[src/rtl/ca_gen_ctrl.sv]
// ca_gen_ctrl: generation sequencer for a 1-D array of JK-coded CA cells.
//
// The block seeds the cell array. Then, for each generation, it works out every
// cell's next state from an 8-bit Wolfram rule and the cell's 3-cell
// neighbourhood. It drives a 2-bit JK code per cell (00 keep, 01 clear,
// 10 set) and gives a one-cycle cell_tick; the cells act on the rising edge
// of cell_tick.
//
// Each operation walks SETUP -> TICK -> HOLD. cell_sig is registered on
// the entry edge into SETUP and held through HOLD. Outside those three
// cycles cell_sig is 00. In run mode, WAIT pads the loop so that cell_tick
// rises every DIV cycles.
//
// Parameters: WIDTH (cells), DIV (run period, >= 4), GEN_W (counter width).
// Ports:
//   clock, reset      system clock, asynchronous active-low reset
//   load, seed        load seed pattern (IDLE only, highest priority)
//   start, step, stop run continuously / one generation / halt after current
//   rule              Wolfram rule, sampled as each generation enters SETUP
//   gen_limit         stop when gen_count reaches it; 0 = unlimited
//   cell_state        current cell outputs fed back from the array
//   cell_sig          JK code, cell i on bits [2i+1:2i]
//   cell_tick         update pulse to the cells
//   busy, done        not-IDLE flag / one-cycle limit-reached pulse
//   gen_count         generations completed since the last load
// Configuration macro: CA_WRAP_EN selects a toroidal boundary. When it is
// undefined, the boundary is fixed and out-of-range neighbours read as 0.

module ca_gen_ctrl #(
    parameter int WIDTH = 8,
    parameter int DIV   = 16,
    parameter int GEN_W = 16
) (
    input  logic               clock,
    input  logic               reset,
    input  logic               load,
    input  logic [WIDTH-1:0]   seed,
    input  logic               start,
    input  logic               step,
    input  logic               stop,
    input  logic [7:0]         rule,
    input  logic [GEN_W-1:0]   gen_limit,
    input  logic [WIDTH-1:0]   cell_state,
    output logic [2*WIDTH-1:0] cell_sig,
    output logic               cell_tick,
    output logic               busy,
    output logic               done,
    output logic [GEN_W-1:0]   gen_count
);

    localparam int WCW = (DIV > 4) ? $clog2(DIV) : 1;

    typedef enum logic [2:0] {IDLE, SETUP, TICK, HOLD, WAIT} state_t;

    state_t             state;
    logic               run_flag;
    logic               is_load;   // current pass is a seed load, not a generation
    logic [WCW-1:0]     wait_cnt;
    logic [WIDTH-1:0]   left, right, nxt;
    logic [2*WIDTH-1:0] gen_sig, load_sig;

    // Neighbourhood, rule lookup and JK encoding for every cell
    for (genvar i = 0; i < WIDTH; i++) begin : g_cell
        if (i == WIDTH - 1) begin : g_left_edge
`ifdef CA_WRAP_EN
            assign left[i] = cell_state[0];
`else
            assign left[i] = 1'b0;
`endif
        end else begin : g_left
            assign left[i] = cell_state[i+1];
        end
        if (i == 0) begin : g_right_edge
`ifdef CA_WRAP_EN
            assign right[i] = cell_state[WIDTH-1];
`else
            assign right[i] = 1'b0;
`endif
        end else begin : g_right
            assign right[i] = cell_state[i-1];
        end
        assign nxt[i] = rule[{left[i], cell_state[i], right[i]}];
        assign gen_sig[2*i +: 2]  = (nxt[i] == cell_state[i]) ? 2'b00 :
                                    (nxt[i] ? 2'b10 : 2'b01);
        assign load_sig[2*i +: 2] = seed[i] ? 2'b10 : 2'b01;
    end

    assign busy = (state != IDLE);

    always_ff @(posedge clock or negedge reset) begin
        if (!reset) begin
            state     <= IDLE;
            cell_sig  <= '0;
            cell_tick <= 1'b0;
            done      <= 1'b0;
            gen_count <= '0;
            run_flag  <= 1'b0;
            is_load   <= 1'b0;
            wait_cnt  <= '0;
        end else begin
            done <= 1'b0;
            if (stop)
                run_flag <= 1'b0;
            case (state)
                IDLE: begin
                    if (load) begin
                        is_load  <= 1'b1;
                        cell_sig <= load_sig;
                        state    <= SETUP;
                    end else if (start && !stop) begin
                        // A stop in the same cycle as start suppresses the run
                        run_flag <= 1'b1;
                        is_load  <= 1'b0;
                        cell_sig <= gen_sig;
                        state    <= SETUP;
                    end else if (step && !start) begin
                        is_load  <= 1'b0;
                        cell_sig <= gen_sig;
                        state    <= SETUP;
                    end
                end
                SETUP: begin
                    cell_tick <= 1'b1;
                    if (!is_load)
                        gen_count <= gen_count + 1'b1;
                    state <= TICK;
                end
                TICK: begin
                    cell_tick <= 1'b0;
                    state     <= HOLD;
                end
                HOLD: begin
                    cell_sig <= '0;
                    if (is_load) begin
                        gen_count <= '0;
                        state     <= IDLE;
                    end else if (gen_limit != '0 && gen_count == gen_limit) begin
                        done     <= 1'b1;
                        run_flag <= 1'b0;
                        state    <= IDLE;
                    end else if (run_flag && !stop) begin
                        // SETUP+TICK+HOLD plus DIV-3 WAIT cycles gives a DIV period
                        wait_cnt <= WCW'(DIV - 4);
                        state    <= WAIT;
                    end else begin
                        state <= IDLE;
                    end
                end
                WAIT: begin
                    if (stop) begin
                        state <= IDLE;
                    end else if (wait_cnt == '0) begin
                        cell_sig <= gen_sig;
                        state    <= SETUP;
                    end else begin
                        wait_cnt <= wait_cnt - 1'b1;
                    end
                end
                default: state <= IDLE;
            endcase
        end
    end

endmodule

[config.mk]
export PLATFORM = sky130hd
export DESIGN_NAME = ca_gen_ctrl
export DESIGN_NICKNAME = d
export VERILOG_FILES = /design/src/rtl/ca_gen_ctrl.sv
export SDC_FILE = /design/constraint.sdc
export NUM_CORES = 1
export LEC_CHECK = 0
export CAP_MARGIN = 20
export CORE_MARGIN = 2
export CORE_UTILIZATION = 45
export CTS_CLUSTER_DIAMETER = 100
export DETAILED_ROUTE_END_ITERATION = 8
export GPL_TIMING_DRIVEN = 0
export PLACE_DENSITY = 0.72
export SKIP_LAST_GASP = 1
export SYNTH_ARGS = -nofsm -noshare
export SYNTH_HDL_FRONTEND = slang
export SYNTH_SLANG_ARGS = --single-unit
[constraint.sdc]
create_clock -name clock -period 2.35 [get_ports clock]
set_clock_uncertainty 0.15 [all_clocks]
set_input_delay 0.5875 -clock clock [delete_from_list [all_inputs] [get_ports clock]]
set_output_delay 0.5875 -clock clock [all_outputs]
set_load 0.05 [all_outputs]
Word level (Yosys, flattened, before mapping) --
Index checks and enable logic that the tools add are counted.
Operators by class: add/sub/neg operators 2, order comparisons 8, eq/ne operators 23, multiplexer cells 77, reductions and logical operators 20
Operators with widths (number):
- $mux W16 | 7
- $mux W2 | 24
- $pmux W16 S3 | 1
- $pmux W16 S2 | 1
- $lt A3 B4 Y1 const B | 7
- $mux W3 | 8
- $mux W4 | 5
- $mux W1 | 19
- $bmux W1 S3 | 6
- $add A16 B1 Y16 const B | 1
- $eq A16 B16 Y1 | 1
- $ne A2 B2 Y1 const B | 8
- $reduce_bool A16 Y1 | 1
- $pmux W3 S5 | 1
- $reduce_bool A3 Y1 | 3
- $eq A1 B1 Y1 | 8
- $pmux W4 S2 | 1
- $eq A3 B2 Y1 const B | 2
- $reduce_and A6 Y1 | 1
- $reduce_bool A2 Y1 | 3
- $bmux W1 S2 | 2
- $logic_and A1 B1 Y1 | 4
- $logic_not A4 Y1 | 1
- $lt A2 B4 Y1 const B | 1
- 11 further kinds | 14
Storage, ports and cells: register bits 43, input bits 46, output and inout port bits 35, word-level logic and storage cells 138

Logic depth before layout (Yosys ltp) --
Gate-level depths: netlist of the first run.
depth in word-level cells 8, mapped depth 7, gate-level depth less buffers 6

Worst setup path before layout of the first run --
No wires, ideal clock.
path kind register to register, from register gen_count[0], to register gen_count[12], library setup time 0.067 ns, arrival time 2.108 ns, data required time 2.133 ns, setup slack 0.025 ns, stages on the path, launching flop included 7, buffers on the path 1, clock period less this slack 2.325 ns, cell sequence dfrtp_1 -> ha_1 -> nand2_1 -> or4_1 -> buf_2 -> or4_1 -> nand2_1
On the way: word-level cells in the longest chain between the ends 3
Ends and longest elaborated chain:
- start: declaration | RTL line 48 | output logic [GEN_W-1:0] gen_count
- start signal: assignment | RTL line 125 | gen_count <= gen_count + 1'b1;
- $add A16 B1 Y16 | RTL line 125
- $mux W16 | RTL line 124 | if (!is_load)
- $pmux W16 S2 | RTL line 104 | case (state)
Every way passes these cells. The select of a mux whose other input is x is not followed. A chain may end at the register's enable or synchronous reset.

Final worst setup path of the first run --
from register gen_count[14], to output gen_count[14]
No word-level cell between the ends.

==> impl_results.md, run 1 <==
* VDD IR-drop max at 614 µV
* Min-Delay Path Class: in2async
* Syn Area/Cell at 9.86 µm²
* Worst path cell trace: clkdlybuf4s50_1
* Routed WL per cell at 17.3 µm
* Clock buffer depth at 2
* Slew Viols, Final at 0
* Mapped Cells at 311
* Max_slew headroom at 44.6%
* Nets at 446
* ANT cells at 0
* Worst setup startpoint: gen_count[14]
* Leak pwr at 1.82 nW
* Kind of critical path: reg2out
* Asr flop ratio synth at 100%
* Worst-path clk slew at 80 ps
* Crit path DAT at 1590 ps
* Slew @ Worst Pin at 824 ps
* Ratio of final minimum period to clock period at 98.9%
* Power, Total at 0.00425 W
* Synth Cell Area at 3070 µm²
* Post-synth EDFFs at 0
* Via density at 5.90
* R2R Setup Slk at 40 ps
* Register bit total from synthesis at 43
* Pin count of the biggest net entering global routing at 35
* CTS tree: done
* Critical-path maximum fanout at 5
* CTS root buf: clkbuf_8
* Core box area at 6680 µm²
* Pwr dens at 1030 nW/µm²
* HPWL Detailed at 6.27 mm
* Filler cell count at 602
* Port bufs at 76
* First-pass GRT wire length at 13.6 mm
* Sinks on Clock Net at 43
* Fin. Hold Viols at 0
* DIE AREA at 7490 µm²
* Vias at 2821
* TritonCTS Buffers at 5
* Delay of the slowest critical-path stage at 840 ps
* Prevailing post-synth register cell: dfrtp_1
* Synth unique cells at 59
* Initial antenna violation count at 0
* Worst skew pair latency at 290 ps
* Max H-tree Level at 2
* Hold Slack at 15.6 ps
* All-Layer GR Usage at 22.5%
* RSZ-0062 raised after global routing: true
* Peak Freq at 430 MHz
* IO Pins at 81
* Status: finished, final reports clean
* Reg-to-reg critical path startpoint: state[1]
* Fin crit period at 2320 ps
* Grt ovf at 0
* Synth warn at 0
* Sequential area share after synthesis at 35.1%
* Initial core utilization at 45.9%
* DRT antenna net count at 0
* CP startpoint kind: register
* Site row count at 30
* Top Family by Delay on Critical Path: buffers and inverters
* Initial DRT Pass Iterations at 4
* Area Overhead vs Synth at 34.3%
* Drt initial violations at 141
* Final setup vio count at 0
* Worst Path Required at 1610 ps
* Buf/Inv on CP at 1
* Layout cells sized above 1 at 14.6%
* Max capacitance violation total at 0
* Total Wirelength at 8.29 mm
* Syn_nets at 359
* Crit-path slowest cell: clkdlybuf4s50_1
* CP endpoint kind: output port
* Final Wtd Congestion at 0.829
* Die height at 86.5 µm
* Die Span X at 86.5 µm
* Vias in the first global route at 2852
* Remaining DRCs at 0
==> logic make-up after synthesis <==
logic type / count (synthesis) / synth area share (%)
multiplexers: 30 / 15.2
adder cells (fa/ha/maj): 2 / 0.816
buffers and inverters: 33 / 4.94
AND/OR/NAND/NOR: 116 / 22.7
flip-flops: 43 / 35.1
AO/OA/AOI/OAI: 65 / 14.9
XOR/XNOR: 22 / 6.29
==> per-layer routing <==
metal	vias to the layer above	wire length [µm]	GRT usage, %
met5	-	0	0
met4	0	68	4.83
met3	8	455	4.19
met2	74	4020	37.0
met1	1388	3740	31.3
li1	1351	-	-
==> synthesized netlist by cell type (3+ instances only) <==
library cell  instances  area, µm²
nand2_1              21       78.8
inv_1                15       56.3
mux2i_1               9       90.1
o21ai_0              15       75.1
nand2b_1              5       31.3
nand4b_1              3       26.3
a32o_1                4       40.0
a2bb2oi_1             9       78.8
dfrtp_1              43       1080
buf_2                 4       20.0
o211ai_1              3       22.5
xnor2_1               4       35.0
a22oi_1               7       52.6
mux4_2               12        270
nor4_1               18        113
mux2_2                7       78.8
xor2_1               18        158
nand4_1               8       50.1
and3_1                3       18.8
nor3_1                4       20.0
nand3_1               8       40.0
a21oi_1               9       45.0
or4_1                 4       30.0
nor2b_1              12       75.1
clkbuf_1              8       30.0
nor2_1               13       48.8
==> stage by stage <==
step                util [%]  instance area, µm²  TNS, ps  setup WS (ps)  cells
detailed placement      59.0                3940    -7800           -734    468
floorplan                  -                3070        0           24.9    311
global route            61.6                4120    -57.6          -57.6    478
global placement        58.8                3930   -35520           -664    467
finish                  61.6                4120        0           26.3    478
CTS                     61.0                4080    -13.1          -13.1    476
==> layout make-up <==
cell class,instances,area (µm²),share of cell area (%)
Buffer,17,92.6,2.25
Clock buffer,5,68.8,1.67
Clock inverter,2,37.5,0.912
Inverter,16,60.1,1.46
Multi-Input combinational cell,235,1880,45.7
Sequential cell,43,1080,26.1
Tap cell,80,100,2.43
Timing Repair Buffer,80,800,19.4
==> worst register-to-register path, stage by stage (launching register included) <==
cell and delay [ps]:
dfrtp_1 440, buf_2 210, and3b_1 210, buf_6 140, a21oi_2 410, nand2_4 160
buf_6 190, mux2_4 290
==> where the power goes <==
part | switching [W] | total [W] | internal [W]
clock network | 0.000267 | 0.000578 | 0.000311
registers | 0.000209 | 0.00118 | 0.000967
logic | 0.00152 | 0.00249 | 0.000969
==> registers in the layout, indices dropped and copies added, names as in the netlist <==
name / count
cell_sig: 16
cell_tick: 1
done: 1
gen_count: 16
is_load: 1
run_flag: 1
state: 3
wait_cnt: 4
==> what timing repair did <==
| action | in CTS | in global routing |
|---|---|---|
| hold buffers | 0 | 0 |
| pin swaps | 1 | 1 |
| gates cloned | 0 | 0 |
| endpoints found under the setup margin | 25 | 17 |
| gates resized for setup | 17 | 12 |
| setup buffers | 1 | 2 |
==> final timing paths <==
path / depth (start not counted) / endpoint
worst max-delay path: 1 / gen_count[14]
worst min-delay path: 1 / cell_sig[6]
worst max register to register: 7 / cell_sig[8]
worst min register to register: 1 / cell_sig[14]
max in group asynchronous: 2 / gen_count[2]
min in group clock: 1 / cell_sig[14]
==> layout by cell type, fill, tap and decap left out, types with 8 or more instances in the layout <==
cell type / Yosys / final
clkdlybuf4s50_1: 0 / 62
dfrtp_1: 43 / 43
mux4_2: 12 / 12
nor2b_1: 12 / 12
nor4_1: 18 / 15
mux2i_1: 9 / 9
o21ai_0: 15 / 15
nand2_1: 21 / 21
nand4_1: 8 / 8
xor2_1: 18 / 18
a2bb2oi_1: 9 / 9
nor2_1: 13 / 13
inv_1: 15 / 15
nand3_1: 8 / 8
a21oi_1: 9 / 9
Note: power is estimated with default switching activity, not from simulation.
==> run 2, diff against run 1 <==
--- a/config.mk
+++ b/config.mk
@@ -5,6 +5,7 @@
 export SDC_FILE = /design/constraint.sdc
 export NUM_CORES = 1
 export LEC_CHECK = 0
+export ABC_CLOCK_PERIOD_IN_PS = 2350
 export CAP_MARGIN = 20
 export CORE_MARGIN = 2
 export CORE_UTILIZATION = 45
==> results of run 2 <==
The final DEF is identical to that of run 1; final timing and power are the same.
